### config.mk
export PLATFORM = sky130hd
export DESIGN_NAME = seg7_scan_decoder
export DESIGN_NICKNAME = d
export VERILOG_FILES = /design/src/rtl/seg7_pkg.sv /design/src/rtl/seg7_to_bcd.sv /design/src/rtl/seg7_scan_decoder.sv
export SDC_FILE = /design/constraint.sdc
export NUM_CORES = 1
export LEC_CHECK = 0
export ABC_AREA = 0
export CAP_MARGIN = 20
export CORE_UTILIZATION = 35
export CTS_CLUSTER_SIZE = 8
export DETAILED_ROUTE_END_ITERATION = 8
export PLACE_DENSITY = 0.6
export SYNTH_ARGS = -nofsm -noshare
export SYNTH_HDL_FRONTEND = slang
export SYNTH_SLANG_ARGS = --single-unit
### constraint.sdc
create_clock -name clk -period 3.6 [get_ports clk]
set_input_delay 0.72 -clock clk [delete_from_list [all_inputs] [get_ports clk]]
set_output_delay 0.72 -clock clk [all_outputs]
set_load 0.02 [all_outputs]
### src/rtl/seg7_pkg.sv
// Shared constants for the 7-segment display path.
// Segment bit order: bit 6 = a, bit 5 = b, ... bit 0 = g (active-high).
package seg7_pkg;

  localparam int SEG_A_BIT = 6;
  localparam int SEG_G_BIT = 0;

  localparam logic [6:0] SEG_0 = 7'b1111110;
  localparam logic [6:0] SEG_1 = 7'b0110000;
  localparam logic [6:0] SEG_2 = 7'b1101101;
  localparam logic [6:0] SEG_3 = 7'b1111001;
  localparam logic [6:0] SEG_4 = 7'b0110011;
  localparam logic [6:0] SEG_5 = 7'b1011011;
  localparam logic [6:0] SEG_6 = 7'b1011111;
  localparam logic [6:0] SEG_7 = 7'b1110000;
  localparam logic [6:0] SEG_8 = 7'b1111111;
  localparam logic [6:0] SEG_9 = 7'b1111011;

  // Decode-failure marker; never a legal BCD digit.
  localparam logic [3:0] BCD_INVALID = 4'hF;

endpackage

### src/rtl/seg7_to_bcd.sv
// Combinational 7-segment pattern to BCD decoder with legality flag.
module seg7_to_bcd
  import seg7_pkg::*;
(
  input  logic [6:0] seg,
  output logic [3:0] bcd,
  output logic       legal
);

  always_comb begin
    bcd = BCD_INVALID;
    case (seg)
      SEG_0:   bcd = 4'd0;
      SEG_1:   bcd = 4'd1;
      SEG_2:   bcd = 4'd2;
      SEG_3:   bcd = 4'd3;
      SEG_4:   bcd = 4'd4;
      SEG_5:   bcd = 4'd5;
      SEG_6:   bcd = 4'd6;
      SEG_7:   bcd = 4'd7;
      SEG_8:   bcd = 4'd8;
      SEG_9:   bcd = 4'd9;
      default: bcd = BCD_INVALID;
    endcase
    legal = (bcd != BCD_INVALID);
  end

endmodule

### src/rtl/seg7_scan_decoder.sv
// Receive side of a multiplexed 7-segment bus: debounces each scanned
// position and captures one BCD digit per stable interval.
module seg7_scan_decoder
  import seg7_pkg::*;
#(
  parameter int NUM_DIGITS    = 4,
  parameter int STABLE_CYCLES = 4
) (
  input  logic                    clk,
  input  logic                    rst_n,
  input  logic [6:0]              seg_in,
  input  logic [NUM_DIGITS-1:0]   dig_sel,
  output logic [4*NUM_DIGITS-1:0] bcd_out,
  output logic [NUM_DIGITS-1:0]   digit_valid,
  output logic                    err,
  output logic                    frame_done
);

  localparam int CW = $clog2(STABLE_CYCLES + 1);
  localparam int IW = (NUM_DIGITS > 1) ? $clog2(NUM_DIGITS) : 1;
  localparam logic [CW-1:0]         CNT_MAX = CW'(STABLE_CYCLES);
  localparam logic [NUM_DIGITS-1:0] ONE     = NUM_DIGITS'(1);

  logic [NUM_DIGITS+6:0] cur, sample_q;
  logic [CW-1:0]         cnt_q, cnt_d;
  logic                  captured_q, captured_d;
  logic [NUM_DIGITS-1:0] mask_q, mask_set;
  logic                  onehot, capture, frame_hit;
  logic [IW-1:0]         idx;
  logic [3:0]            dec_bcd;
  logic                  dec_legal;

  assign cur    = {dig_sel, seg_in};
  assign onehot = (dig_sel != '0) && ((dig_sel & (dig_sel - ONE)) == '0);

  // OR of the indices of all set bits; only meaningful when onehot holds.
  always_comb begin
    idx = '0;
    for (int unsigned i = 0; i < NUM_DIGITS; i++) begin
      if (dig_sel[i]) idx = idx | IW'(i);
    end
  end

  always_comb begin
    cnt_d      = cnt_q;
    captured_d = captured_q;
    if (cur != sample_q) begin
      cnt_d      = CW'(1);
      captured_d = 1'b0;
    end else if (cnt_q < CNT_MAX) begin
      cnt_d = cnt_q + CW'(1);
    end
    if (!onehot) cnt_d = '0;
    capture = onehot && (cnt_d == CNT_MAX) && !captured_d;
    if (capture) captured_d = 1'b1;
  end

  assign mask_set  = mask_q | (ONE << idx);
  assign frame_hit = &mask_set;

  seg7_to_bcd u_dec (
    .seg   (seg_in),
    .bcd   (dec_bcd),
    .legal (dec_legal)
  );

  always_ff @(posedge clk or negedge rst_n) begin
    if (!rst_n) begin
      sample_q    <= '0;
      cnt_q       <= '0;
      captured_q  <= 1'b0;
      mask_q      <= '0;
      bcd_out     <= '0;
      digit_valid <= '0;
      err         <= 1'b0;
      frame_done  <= 1'b0;
    end else begin
      sample_q   <= cur;
      cnt_q      <= cnt_d;
      captured_q <= captured_d;
      err        <= 1'b0;
      frame_done <= 1'b0;
      if (capture) begin
        if (dec_legal) begin
          bcd_out[4*idx +: 4] <= dec_bcd;
          digit_valid[idx]    <= 1'b1;
          if (frame_hit) begin
            mask_q     <= '0;
            frame_done <= 1'b1;
          end else begin
            mask_q <= mask_set;
          end
        end else begin
          err              <= 1'b1;
          digit_valid[idx] <= 1'b0;
          mask_q[idx]      <= 1'b0;
        end
      end
    end
  end

endmodule

==> impl_metrics.toml <==
[drt]
vias = 1475
ant_nets = 0
drc_errors = 0
avgRoutedWirePerCell_um = 13.7
wl_um = 4110
drt-pass1-iter-count = 4
drtIter0Drc = 34
vias_per_cell = 4.92

[layout]
finalNonFillerCells = 300
fillers = 530
fin_util_pct = 46.7
diodes = 0
regArea_um2 = 1030
multi_input_area_um2 = 1000
syn_to_final_growth_pct = 24.8
drive_gt1_share_pct = 11.8
final_net_count = 249

[grt]
grt_max_degree = 42
grt_antenna_before_repair = 0
grt-ovfl-total = 0
track_usage_pct = 14.7
first_global_vias = 1437
grt_first_pass_wirelength_um = 7020

[cts]
cts_max_level = 2
clk_pin_slew_worst_paths_ns = 0.07
cts_setup_buffers = 0
numCtsBuffers = 5
clk_path_buf_depth = 2
clock_latency_ns = 0.29
ctsResizeCount = 0
cts.sinks = 41
cts.hold.buffers_added = 0
cts_tree = "yes"
clockRootBuffer = "clkbuf_8"

[synthesis]
yosys.area.top_type = "dfrtp_1"
netlist_area_um2 = 2110
synth_common_cells = "41 x dfrtp_1, 24 x nor2_1, 15 x mux2_1"
syn-num-nets = 211
yosys_register_bits = 41
synth_top_area_share_pct = 48.6
synth_enable_flop_cells = 0
ys.flop_type = "dfrtp_1"
yosys_warnings = 0
seq_area_frac_synth_pct = 48.6
synth_cells = 189
synth_area_leaders = "dfrtp_1 49%, mux2_1 8.0%, ha_1 5.3%"
synth.most_common_cell = "dfrtp_1"
avgSynthCellArea_um2 = 11.2
synth_cell_types = 33
async_flop_share_pct = 100

[worst_setup_path]
crit_path_max_fanout = 9
end_kind = "register"
worstSetupStartpointType = "input pin"
required_ns = 3.77
reg2regPathDepth = 6
critical_path_arrival_ns = 3.08
cp-startpoint = "seg_in[4]"
crit_type = "input pin to register"
r2r-start = "sample_q[4]"

[timing]
max_freq_ghz = 0.344
slew_headroom_pct = 40.5
tightest_slew_ns = 0.892
slew_viol_final = 0
final.setup.tns_ns = 0
hold_slack_ns = 0.487
min_period_ns = 2.91
rsz0062_at_grt = "no"
finalSetupViolations = 0
fin_skew_ns = 0.00494
fin_crit_sh_pct = 80.8
finalHoldViolCount = 0

[pwr]
p_leak_nw = 1.19
p_int_w = 0.000730
power_switching_w = 0.000213
netSwitchingFraction_pct = 22.6
pwr-share-comb_pct = 9.5
p_per_area_nw_per_um2 = 358
ir_drop_mv = 0.261
clkPwrFrac_pct = 40.6
seq_power_share_pct = 50.0

[die]
die_area_um2 = 6340
rows = 27
start_util_pct = 37.4
coreArea_um2 = 5640
io_pins = 35
die_h_um = 79.6
die_x_um = 79.6

[placement]
dp.cells = 292
numPortBuffers = 34
place.gp.congestion = 0.769
hpwl_um = 2930

[hold_path]
hold_class = "register to register"
worst_hold_startpoint = "bcd_out[4]"
hold_depth = 1

[flow_run]
cap_violations = 0

[status]
status = "completed"
## area by class of cell
| class | instances | area share [%] |
|---|---|---|
| sequential | 41 | 39.0 |
| multi-input combinational | 135 | 38.2 |
| timing repair buffer | 40 | 14.4 |
| tap | 72 | 3.42 |
| clock buffer | 7 | 3.28 |
| clock inverter | 1 | 1.14 |
| inverter | 4 | 0.570 |
## power groups by stage
stage	combinational [W]	clock [W]	sequential, W
global route	0.000100	0.000413	0.000472
global placement	0.0000900	0	0.000480
CTS	0.0000908	0.000395	0.000471
floorplan	0.0000493	0	0.000480
detailed placement	0.0000903	0	0.000481
finish	0.0000891	0.000382	0.000471
## path summary, 6_finish.rpt
check	endpoint	slack, ns
setup / recovery	bcd_out[7]	0.69
hold / removal	bcd_out[4]	0.49
setup reg to reg	bcd_out[7]	1.35
hold reg to reg	bcd_out[4]	0.49
max in group asynchronous	sample_q[0]	2.49
min in group asynchronous	bcd_out[6]	0.55
## per-stage QoR
step	power (W)	cell area, µm²	setup slack (ns)
3_3_place_gp	0.000570	2520	0.322
2_1_floorplan	0.000529	2110	1.07
4_1_cts	0.000957	2630	0.670
3_5_place_dp	0.000571	2520	0.348
6_report	0.000943	2630	0.692
5_1_grt	0.000986	2630	0.547
## sequential cells by signal (all words and copies together) (netlist names), named ones only
register,cells
bcd_out,16
sample_q,11
mask_q,4
cnt_q,3
captured_q,1
err,1
frame_done,1
## layout by cell type (no fill, tap or decap), drive strengths merged
cell           netlist  routed
mux2                23      23
xor2                12      12
nor3                 3       3
clkdlybuf4s50        0      33
nand2                9       9
nor4                 3       3
nand3b               4       4
a32o                 1       1
nand3                3       3
clkbuf               0       7
inv                  4       4
buf                  9       7
nor2b                3       3
nor2                24      24
o22ai                2       2
o21ai                6       6
ha                   9       9
bufinv               0       1
and3b                1       1
nand4                4       4
a21oi                9       9
or4b                 1       1
dfrtp               41      41
and3                 7       7
o21a                 2       2
o21bai               1       1
nor4b                1       1
a31oi                1       1
mux2i                2       2
xnor2                1       1
nor3b                3       3
## per-layer routing
metal,part of all wire [%],global-route usage [%],wire [µm]
met4,1.8,7.09,74
met2,45,22.1,1860
met5,0,0,0
met1,50,19.9,2050
met3,3.1,3.20,127
## logic make-up (layout without fill, tap and decap cells)
kind of cell	count (synthesis)	count (layout)	share of synthesized area, %
AO/OA/AOI/OAI	22	22	5.99
flip-flops	41	41	48.6
XOR/XNOR	13	13	5.40
multiplexers	25	25	13.2
buffers and inverters	13	52	3.74
AND/OR/NAND/NOR	66	66	17.7
adder cells (fa/ha/maj)	9	9	5.34
## worst max-delay path, stage by stage
cell and delay [ns]:
clkdlybuf4s50_1 0.64, xor2_1 0.15, nor4_2 0.31, nand3_2 0.20, nor4_4 0.36, and3_1 0.35
mux2_1 0.35
No activity file was read; power rests on OpenSTA's default activity.
